===== src/rtl/pwm_pkg.sv =====
`default_nettype none
// ============================================================================
//  Module      : pwm_pkg
//  Description : Shared constants and helpers for the PWM peripheral.
//                Holds timebase width, terminal count, the "full duty" code
//                and the channel count, plus the PWM level compare used by
//                the top level.
//  Revision    : 1.0  initial release
// ============================================================================
package pwm_pkg;

    // Width of the shared PWM timebase counter
    localparam int              PWM_CNT_W   = 8;

    // Last count of the timebase before it rolls over to zero
    localparam logic [PWM_CNT_W-1:0] PWM_CNT_MAX = 8'hFF;

    // Duty code that means "always high" (no low cycle at any count)
    localparam logic [PWM_CNT_W-1:0] DUTY_FULL   = 8'hFF;

    // Number of output pins driven by the peripheral
    localparam int              NUM_CH      = 16;

    // PWM level for a given timebase count and latched duty.
    // A plain (cnt < duty) compare can never reach 100 %, because cnt
    // reaches 255 and 255 < 255 is false; the full-scale code is therefore
    // special-cased so that it stays high for the whole period.
    function automatic logic pwm_level(
        input logic [PWM_CNT_W-1:0] cnt,
        input logic [PWM_CNT_W-1:0] duty
    );
        return (duty == DUTY_FULL) || (cnt < duty);
    endfunction

endpackage : pwm_pkg
`default_nettype wire


===== src/rtl/pwm_timebase.sv =====
`default_nettype none
// ============================================================================
//  Module      : pwm_timebase
//  Description : Shared PWM timebase. A prescaler divides clk by PRESCALE
//                to produce a counter tick; an 8-bit counter advances on
//                each tick and rolls over 255 -> 0. Flags the roll-over
//                cycle (wrap, combinational) and the first cycle of each new
//                period (period_start, registered).
//  Ports       : clk           in   system clock
//                rst_n         in   asynchronous active-low reset
//                pwm_cnt       out  current timebase count (registered)
//                wrap          out  high in the cycle the counter rolls over
//                period_start  out  one-cycle pulse when pwm_cnt becomes 0
//  Revision    : 1.0  initial release
// ============================================================================
module pwm_timebase
    import pwm_pkg::*;
#(
    // clk cycles per timebase tick; legal values are 1 and above
    parameter int PRESCALE = 13
) (
    input  logic                 clk,
    input  logic                 rst_n,
    output logic [PWM_CNT_W-1:0] pwm_cnt,
    output logic                 wrap,
    output logic                 period_start
);

    logic                 w_tick;
    logic                 w_wrap;
    logic [PWM_CNT_W-1:0] r_pwm_cnt;
    logic                 r_period_start;

    // ------------------------------------------------------------------
    // Prescaler. With PRESCALE == 1 there is nothing to count: every
    // cycle is a tick, and no prescaler register is built.
    // ------------------------------------------------------------------
    generate
        if (PRESCALE == 1) begin : g_no_presc
            assign w_tick = 1'b1;
        end else begin : g_presc
            localparam int                  C_PRESC_W    = $clog2(PRESCALE);
            localparam logic [C_PRESC_W-1:0] C_PRESC_LAST = C_PRESC_W'(PRESCALE - 1);

            logic [C_PRESC_W-1:0] r_presc_cnt;

            assign w_tick = (r_presc_cnt == C_PRESC_LAST);

            always_ff @(posedge clk or negedge rst_n) begin
                if (!rst_n) begin
                    r_presc_cnt <= '0;
                end else if (w_tick) begin
                    r_presc_cnt <= '0;
                end else begin
                    r_presc_cnt <= r_presc_cnt + 1'b1;
                end
            end
        end
    endgenerate

    // Roll-over happens on the tick that leaves the terminal count
    assign w_wrap = w_tick && (r_pwm_cnt == PWM_CNT_MAX);

    // ------------------------------------------------------------------
    // Timebase counter and period-start flag. period_start is the
    // registered copy of wrap, so it is high exactly while the counter
    // sits on its first zero of a new period. It never fires out of
    // reset because no wrap has happened yet.
    // ------------------------------------------------------------------
    always_ff @(posedge clk or negedge rst_n) begin
        if (!rst_n) begin
            r_pwm_cnt      <= '0;
            r_period_start <= 1'b0;
        end else begin
            if (w_tick) begin
                r_pwm_cnt <= r_pwm_cnt + 1'b1;   // 8-bit, wraps 255 -> 0
            end
            r_period_start <= w_wrap;
        end
    end

    assign pwm_cnt      = r_pwm_cnt;
    assign wrap         = w_wrap;
    assign period_start = r_period_start;

endmodule : pwm_timebase
`default_nettype wire


===== src/rtl/pwm_peripheral.sv =====
`default_nettype none
// ============================================================================
//  Module      : pwm_peripheral
//  Description : Drives 16 output pins from the SPI control registers.
//                Each pin is off, statically on, or follows one shared PWM
//                waveform. The duty code is shadowed at each period
//                boundary so a mid-period write never produces a glitch.
//  Ports       : clk              in   system clock (10 MHz)
//                rst_n            in   asynchronous active-low reset
//                en_reg_out_7_0   in   output enable, channels 7:0
//                en_reg_out_15_8  in   output enable, channels 15:8
//                en_reg_pwm_7_0   in   PWM mode select, channels 7:0
//                en_reg_pwm_15_8  in   PWM mode select, channels 15:8
//                pwm_duty_cycle   in   requested duty 0x00..0xFF
//                out              out  registered output pins
//                pwm_cnt          out  current timebase count
//                period_start     out  one-cycle pulse at each new period
//  Revision    : 1.0  initial release
// ============================================================================
module pwm_peripheral
    import pwm_pkg::*;
#(
    // clk cycles per timebase tick; 13 gives ~3.0 kHz from 10 MHz
    parameter int PRESCALE = 13
) (
    input  logic                 clk,
    input  logic                 rst_n,
    input  logic [7:0]           en_reg_out_7_0,
    input  logic [7:0]           en_reg_out_15_8,
    input  logic [7:0]           en_reg_pwm_7_0,
    input  logic [7:0]           en_reg_pwm_15_8,
    input  logic [PWM_CNT_W-1:0] pwm_duty_cycle,
    output logic [NUM_CH-1:0]    out,
    output logic [PWM_CNT_W-1:0] pwm_cnt,
    output logic                 period_start
);

    logic [PWM_CNT_W-1:0] w_pwm_cnt;
    logic                 w_wrap;
    logic [PWM_CNT_W-1:0] r_duty_shadow;
    logic                 w_pwm_lvl;
    logic [NUM_CH-1:0]    w_en_out;
    logic [NUM_CH-1:0]    w_en_pwm;
    logic [NUM_CH-1:0]    w_out_nxt;
    logic [NUM_CH-1:0]    r_out;

    // ------------------------------------------------------------------
    // Shared timebase
    // ------------------------------------------------------------------
    pwm_timebase #(
        .PRESCALE     (PRESCALE)
    ) u_timebase (
        .clk          (clk),
        .rst_n        (rst_n),
        .pwm_cnt      (w_pwm_cnt),
        .wrap         (w_wrap),
        .period_start (period_start)
    );

    // ------------------------------------------------------------------
    // Duty shadow. Loaded only on the roll-over cycle, so the new value
    // and the new period (count 0) take effect together. A duty write
    // landing in the roll-over cycle itself is captured.
    // ------------------------------------------------------------------
    always_ff @(posedge clk or negedge rst_n) begin
        if (!rst_n) begin
            r_duty_shadow <= '0;
        end else if (w_wrap) begin
            r_duty_shadow <= pwm_duty_cycle;
        end
    end

    assign w_pwm_lvl = pwm_level(w_pwm_cnt, r_duty_shadow);

    // ------------------------------------------------------------------
    // Per-channel output select. Enables act immediately (one register
    // stage), independent of where the timebase is in its period.
    // ------------------------------------------------------------------
    assign w_en_out = {en_reg_out_15_8, en_reg_out_7_0};
    assign w_en_pwm = {en_reg_pwm_15_8, en_reg_pwm_7_0};

    generate
        for (genvar i = 0; i < NUM_CH; i++) begin : g_ch
            assign w_out_nxt[i] = w_en_out[i] ? (w_en_pwm[i] ? w_pwm_lvl : 1'b1) : 1'b0;
        end
    endgenerate

    always_ff @(posedge clk or negedge rst_n) begin
        if (!rst_n) begin
            r_out <= '0;
        end else begin
            r_out <= w_out_nxt;
        end
    end

    assign out     = r_out;
    assign pwm_cnt = w_pwm_cnt;

endmodule : pwm_peripheral
`default_nettype wire


===== config.mk =====
export PLATFORM = sky130hd
export DESIGN_NAME = pwm_peripheral
export DESIGN_NICKNAME = d
export VERILOG_FILES = /design/src/rtl/pwm_pkg.sv /design/src/rtl/pwm_timebase.sv /design/src/rtl/pwm_peripheral.sv
export SDC_FILE = /design/constraint.sdc
export NUM_CORES = 1
export LEC_CHECK = 0
export ABC_CLOCK_PERIOD_IN_PS = 1700
export BUFFER_PORTS_ARGS = -buffer_cell sky130_fd_sc_hd__buf_2
export CAP_MARGIN = 20
export CORE_MARGIN = 2
export CORE_UTILIZATION = 30
export DETAILED_ROUTE_END_ITERATION = 7
export SLEW_MARGIN = 30
export SYNTH_ARGS = -nofsm -noshare
export SYNTH_HDL_FRONTEND = slang
export SYNTH_SLANG_ARGS = --single-unit
export TNS_END_PERCENT = 100

===== constraint.sdc =====
create_clock -name clk -period 1.7 [get_ports clk]
set_input_delay 0.17 -clock clk [delete_from_list [all_inputs] [get_ports clk]]
set_output_delay 0.17 -clock clk [all_outputs]
set_load 0.03 [all_outputs]

==> metrics.csv, run 1 <==
stage,metric,value,unit
cells_and_area,fin cells,290,
hold_path,Hold Crit Depth,2,
place,placed insts,280,
yosys,leading area contributor after synthesis,dfrtp_1,
power,Clock power frac,0.354,
yosys,Post-synth ARST share,1.00,
yosys,register bit total from synthesis,37,
setup_path,CP Class,flip-flop to flip-flop,
hold_path,hold endpoint,out[15]$_DFF_PN0_,
timing,FMAX,594,MHz
cells_and_area,Finished Cell Area,2450,µm²
yosys,Synth cell types,29,
power,Power Density,666,nW/µm²
die,initial core utilization,0.309,
die,# rows,27,
cells_and_area,Antenna Cells,0,
timing,Final WS setup,0.0157,ns
timing,Worst Clk Skew,0.00453,ns
timing,fin crit period,1.68,ns
yosys,top cell type's share of synthesized area,0.547,
cts,CTS tree,yes,
die,die height,79.1,µm
place,Placer Congestion,0.769,
die,total die area,6260,µm²
global_route,total grt overflow,0,
place,Area after DPL,2290,µm²
die,Die W,79.1,µm
power,switching fraction of total power,0.231,
die,IO Pins,67,
detailed_routing,WL final,3.59,mm
power,combinational share of power,0.091,
setup_path,startpoint class of the critical path,flip-flop,
timing,number of setup violations in the final report,0,
yosys,cell count after synthesis,129,
place,Place WS,-0.0764,ns
yosys,"Seq/Total Area, Yosys",0.547,
cts,Max Buffers Root-to-Sink,2,
setup_path,Worst R2R Start,u_timebase.pwm_cnt[7]$_DFFE_PN0P_,
yosys,Syn Nets,181,
hold_path,hold_sp,en_reg_pwm_15_8[7],
setup_path,flop2flop setup slack,0.02,ns
global_route,first-pass GRT wire length,5.74,mm
cells_and_area,Finished Core Util,0.448,
yosys,Mapped Avg Cell Area,13.1,µm²
setup_path,CP Data Required Time,1.86,ns
power,Switch Pwr,376,µW
detailed_routing,via count,1275,
timing,RSZ-0062 raised after global routing,true,
place,I/O Buffers,66,
power,peak supply drop,0.413,mV
cts,worst skew pair latency,0.28,ns
cts,CTS H-tree depth,2,
global_route,total track usage,0.119,
power,sequential power share,0.554,
yosys,Most used DFF post-synth,dfrtp_1,
timing,worst-margin pin slew,0.644,ns
cells_and_area,Final Net Count,269,
detailed_routing,DRC,0,
outcome,status,"complete, no violations",
power,overall power,1630,µW
yosys,synthesized cell area,1690,µm²
cells_and_area,"Area growth, synth to finish",44.7,%
place,DP Wirelength,2.84,mm
cts,CTS root buf,clkbuf_8,
setup_path,crit end category,flip-flop,
timing,Relative slew margins,0.571,
setup_path,r2r endpoint,out[12]$_DFF_PN0_,
detailed_routing,initial DRC count,43,
cells_and_area,layout cells sized above 1,0.601,
global_route,antenna violations before repair,0,
power,Leak,0.00120,µW
die,core area,5470,µm²
cts,"Clk pin slew, worst setup/hold paths",0.07,ns
hold_path,Tightest Hold Check Type,input pin to flip-flop,
yosys,top post-synthesis cells by area,"dfrtp_1, ha_1, a21boi_2, mux2_2, xnor2_1",
detailed_routing,vias per cell,4.40,
yosys,"EDFF count, synth",0,
cts,Num CTS Buffers,5,
global_route,largest net degree at the start of global routing,29,
yosys,YS warnings,0,
global_route,vias in the first global route,1301,
setup_path,r2r worst-path depth,6,
detailed_routing,post-route ant nets,0,
detailed_routing,drt first pass iters,2,
cts,Sink Count,37,
timing,final period utilization,0.991,
run,max-cap violation count,0,
power,Internal,1250,µW
detailed_routing,Wirelength per Cell,12.4,µm
timing,fin. max-slew vios,0,
setup_path,Crit Path Max Fanout,16,
setup_path,Worst Path Arrival,1.85,ns
timing,Final Hold Viols,0,
[placed cells by master (no fill, tap or decap), drive strengths merged, types with 2 or more instances in the layout]
cell type	instances
a21boi	16
a21oi	2
and3	2
buf	83
clkbuf	8
dfrtp	37
ha	10
inv	10
mux2	8
nand2	7
nand3	4
nand4	4
nor2	6
o21ai	2
xnor2	7
[power groups by stage]
| stage | clock network (µW) | logic [µW] | registers, µW |
|---|---|---|---|
| after CTS | 604 | 151 | 904 |
| after global routing | 651 | 163 | 905 |
| after detailed placement | 0 | 149 | 921 |
| after floorplan | 0 | 18.4 | 962 |
| after global placement | 0 | 148 | 921 |
| final | 578 | 149 | 904 |
[logic make-up (layout without fill, tap and decap cells)]
logic type / count (synthesis) / after routing / synth area share
DFF: 37 / 37 / 0.547
and+or+nand+nor: 27 / 27 / 0.0894
AOI/OAI and AO/OA: 26 / 26 / 0.157
buffers and inverters: 13 / 102 / 0.0377
adders and majority gates: 10 / 10 / 0.0739
xor gates and xnor gates: 8 / 8 / 0.0414
muxes: 8 / 8 / 0.0532
[stage by stage]
| step | setup TNS, ns | hold WS (ns) |
|---|---|---|
| 6_report | 0 | 0.0511 |
| 5_1_grt | -0.871 | 0.0385 |
| 4_1_cts | 0 | 0.0419 |
| 3_5_place_dp | -0.359 | 0.235 |
| 3_3_place_gp | -0.0576 | 0.230 |
| 2_1_floorplan | -0.346 | -0.126 |
[how the worst max path moves through the flow]
stage / start / to / slack (ns) / cells after the start
global placement: r_duty_shadow[6]$_DFFE_PN0P_ / out[14]$_DFF_PN0_ / -0.04 / 7
detailed placement: r_duty_shadow[6]$_DFFE_PN0P_ / out[12]$_DFF_PN0_ / -0.08 / 7
global route: r_duty_shadow[7]$_DFFE_PN0P_ / out[0]$_DFF_PN0_ / -0.07 / 7
CTS: r_duty_shadow[7]$_DFFE_PN0P_ / out[15]$_DFF_PN0_ / 0.005 / 7
finish: u_timebase.pwm_cnt[7]$_DFFE_PN0P_ / out[12]$_DFF_PN0_ / 0.02 / 6
floorplan: u_timebase.pwm_cnt[7]$_DFFE_PN0P_ / out[10]$_DFF_PN0_ / -0.03 / 6
[critical path, cell delays in order, from the launching register on]
cell,delay (ns)
dfrtp_2,0.43
ha_4,0.28
and4_1,0.21
o21ai_2,0.07
o32ai_4,0.28
buf_12,0.20
a21boi_1,0.09
[routing by layer]
layer	track usage	vias up	wire (µm)
met5	0	-	0
met3	0.0284	5	189
met2	0.197	44	1740
met1	0.144	602	1590
met4	0.0569	0	71
li1	-	624	-
[registers in the layout, summed over array words and instances (netlist names)]
name,flops
u_timebase.g_presc.r_presc_cnt,4
r_duty_shadow,8
u_timebase.period_start,1
out,16
u_timebase.pwm_cnt,8
[what timing repair did]
action                                  4_1_cts  5_1_grt
endpoints found under the hold margin        27        0
pin swaps                                     1        3
gates resized for setup                       9       13
hold buffers                                  1        0
setup buffers                                 0        2
endpoints found under the setup margin       14       24
[Yosys cell counts, types with 3 or more instances]
master / number
nand2_1: 7
nor2_1: 6
a21boi_2: 10
dfrtp_1: 37
nand3_1: 3
inv_1: 10
a21boi_0: 6
nand4_1: 4
ha_1: 10
mux2_2: 8
xnor2_1: 7
[final cells by class]
type / count / area, µm²
timing repair buffer: 84 / 480
inverter: 10 / 37.5
tap: 72 / 90.1
fill: 531 / 3020
clock buffer: 8 / 80.1
sequential: 37 / 935
multi-input combinational: 79 / 827
No activity file was read; power rests on OpenSTA's default activity.
==> run 2: changes to the inputs <==
Settings changed: CORE_MARGIN 2 to default, GPL_TIMING_DRIVEN from default to 0.
==> metrics.csv, run 2 (synthesized netlist as in run 1, its figures left out) <==
stage,metric,value,unit,change
outcome,status,"finished, violations left",,
outcome,violated checks,"negative hold slack, negative setup slack",,
cells_and_area,Final Net Count,272,,+1.1%
timing,number of setup violations in the final report,15,,+15
power,peak supply drop,0.479,mV,+16%
cells_and_area,Finished Core Util,0.467,,+0.0198
setup_path,crit end category,flip-flop,,
die,total die area,5950,µm²,-5.0%
setup_path,startpoint class of the critical path,flip-flop,,
detailed_routing,WL final,3.78,mm,+5.2%
cells_and_area,max reg flops,16,,unchanged
timing,RSZ-0062 raised after global routing,true,,
cells_and_area,layout cells sized above 1,0.615,,+0.0145
cts,CTS tree,yes,,
cts,Num CTS Buffers,5,,unchanged
detailed_routing,via count,1298,,+1.8%
cells_and_area,Antenna Cells,0,,unchanged
place,I/O Buffers,66,,unchanged
setup_path,CP Class,flip-flop to flip-flop,,
timing,Final TNS setup,-0.420,ns,-0.420 ns
global_route,largest net degree at the start of global routing,38,,+31%
setup_path,flop2flop setup slack,-0.04,ns,-0.06 ns
cts,Sink Count,37,,unchanged
place,Place WS,-0.133,ns,-0.0569 ns
timing,Final Hold Viols,37,,+37
cts,Post-CTS Hold Buffers,0,,-1
global_route,busiest grt layer,met2,,
die,die height,77.1,µm,-2.5%
timing,worst-margin pin slew,0.826,ns,+0.182 ns
detailed_routing,vias per cell,4.46,,+1.5%
setup_path,Worst R2R Start,u_timebase.pwm_cnt[7]$_DFFE_PN0P_,,
global_route,first-pass GRT wire length,6.14,mm,+7.0%
die,IO Pins,67,,unchanged
timing,hold_ws,-0.0319,ns,-0.0830 ns
setup_path,Crit. path cell count,6,,unchanged
global_route,vias in the first global route,1368,,+5.1%
setup_path,Crit Path Max Fanout,5,,-11
detailed_routing,drt first pass iters,3,,+1
cells_and_area,"Area growth, synth to finish",45.5,%,
power,Power Density,667,nW/µm²,+0.23%
timing,fin. max-slew vios,0,,unchanged
setup_path,"delay-heaviest family, CP",compound AO/OA/AOI/OAI gates,,
cts,"Clk pin slew, worst setup/hold paths",0.08,ns,about the same
cts,Max Buffers Root-to-Sink,2,,unchanged
cells_and_area,Filler Cells Inserted,506,,-4.7%
cells_and_area,"commonest non-fill, non-tap cell in the layout",buf_2,,
detailed_routing,post-route ant nets,0,,unchanged
timing,Final WS setup,-0.0416,ns,-0.0573 ns
cells_and_area,fin cells,291,,+0.34%
timing,Worst Clk Skew,0.00978,ns,+0.00525 ns
global_route,met3 usage,0.0560,,+0.0275
place,Placer Congestion,0.689,,-10%
setup_path,"slowest stage delay, CP",0.44,ns,about the same
hold_path,Tightest Hold Check Type,input pin to async pin,,
setup_path,r2r endpoint,out[2]$_DFF_PN0_,,
cts,CTS root buf,clkbuf_8,,
detailed_routing,initial DRC count,25,,-42%
die,Die W,77.1,µm,-2.5%
timing,fin crit period,1.74,ns,+0.0573 ns
detailed_routing,DRC,0,,unchanged
cts,CTS H-tree depth,2,,unchanged
die,# rows,26,,-3.7%
global_route,total track usage,0.136,,+0.0169
power,Leak,0.00121,µW,+1.1%
place,DP Wirelength,2.56,mm,-9.9%
run,max-cap violation count,0,,unchanged
timing,final period utilization,1.02,,+0.0337
global_route,total grt overflow,0,,unchanged
place,placed insts,265,,-5.4%
die,initial core utilization,0.321,,+0.0119
cells_and_area,"commonest non-fill, non-tap cells in the layout","buf_2, dfrtp_1, buf_4",,
setup_path,number of buffer and inverter stages on the critical path,1,,unchanged
global_route,antenna violations before repair,0,,unchanged
global_route,met1 GRT Util,0.159,,+0.0144
detailed_routing,Wirelength per Cell,13.0,µm,+4.8%
setup_path,Worst Path Arrival,1.91,ns,+0.06 ns
global_route,met2 usage,0.212,,+0.0149
setup_path,r2r worst-path depth,6,,unchanged
setup_path,critical path's slowest cell,dfrtp_2,,
setup_path,CP Data Required Time,1.87,ns,about the same
cts,worst skew pair latency,0.29,ns,about the same
timing,Relative slew margins,0.449,,-0.121
timing,FMAX,574,MHz,-3.3%
setup_path,crit-path cells,ha_4 -> and4_1 -> o21ai_2 -> o32ai_4 -> buf_6 -> a21boi_2,,
die,core area,5270,µm²,-3.7%
==> run 2: cell types whose count changed in the layout (fill, tap and decap cells not counted), moves of 2 or more <==
cell / delta
a21boi_1: -3
mux2_2: -2
buf_6: +4
mux2_4: +2
a21boi_2: +3
==> run 2: worst max-delay path by stage <==
| stage | from | to | slack [ns] |
|---|---|---|---|
| 3_3_place_gp | u_timebase.pwm_cnt[5]$_DFFE_PN0P_ | out[2]$_DFF_PN0_ | -0.1 |
| 5_1_grt | r_duty_shadow[7]$_DFFE_PN0P_ | out[2]$_DFF_PN0_ | -0.12 |
| 3_5_place_dp | u_timebase.pwm_cnt[5]$_DFFE_PN0P_ | out[2]$_DFF_PN0_ | -0.13 |
| 2_1_floorplan | u_timebase.pwm_cnt[7]$_DFFE_PN0P_ | out[10]$_DFF_PN0_ | -0.03 |
| 4_1_cts | u_timebase.pwm_cnt[5]$_DFFE_PN0P_ | out[11]$_DFF_PN0_ | -0.08 |
| 6_report | u_timebase.pwm_cnt[7]$_DFFE_PN0P_ | out[2]$_DFF_PN0_ | -0.04 |
==> run 2: layout make-up <==
type,count,area [µm²],area share
well taps,70,87.6,0.0356
flip-flops and latches,37,935,0.379
repair buffers,85,484,0.197
multi-input cells,79,825,0.335
clock buffers,8,80.1,0.0325
inverters,10,37.5,0.0152
plain buffers,2,15.0,0.00609
==> run 2: through the flow <==
step	hold slack (ns)	power, µW	instance area [µm²]
after CTS	0.00435	1670	2390
after floorplan	-0.126	980	1760
after detailed placement	0.320	1070	2170
final	-0.0319	1640	2460
after global routing	0.0341	1710	2460
after global placement	0.313	1070	2170
==> run 2: timing repair <==
item	CTS	global route
resized for setup	11	18
setup buffers	15	3
cloned	1	0
setup endpoints to repair	24	24
pin swaps	10	7
==> run 2: layer usage <==
layer	up-vias	share of wire	wire, µm
met1	598	0.45	1680
met2	65	0.45	1700
met3	5	0.089	337
li1	630	-	-
met4	0	0.017	63
met5	-	0	0
==> run 2: worst reg2reg max path, delay by kind of cell (launching register included) <==
family	cells	cell delay, ns
adders and majority gates	1	0.28
AOI/OAI and AO/OA	3	0.51
buffers and inverters	1	0.19
DFF	1	0.44
and+or+nand+nor	1	0.20
==> run 2: where the power goes <==
| group | switching [µW] | internal (µW) | total [µW] |
|---|---|---|---|
| sequential | 4.69 | 899 | 904 |
| combinational | 85.4 | 63.3 | 149 |
| clock | 301 | 291 | 592 |
| total | 391 | 1250 | 1640 |
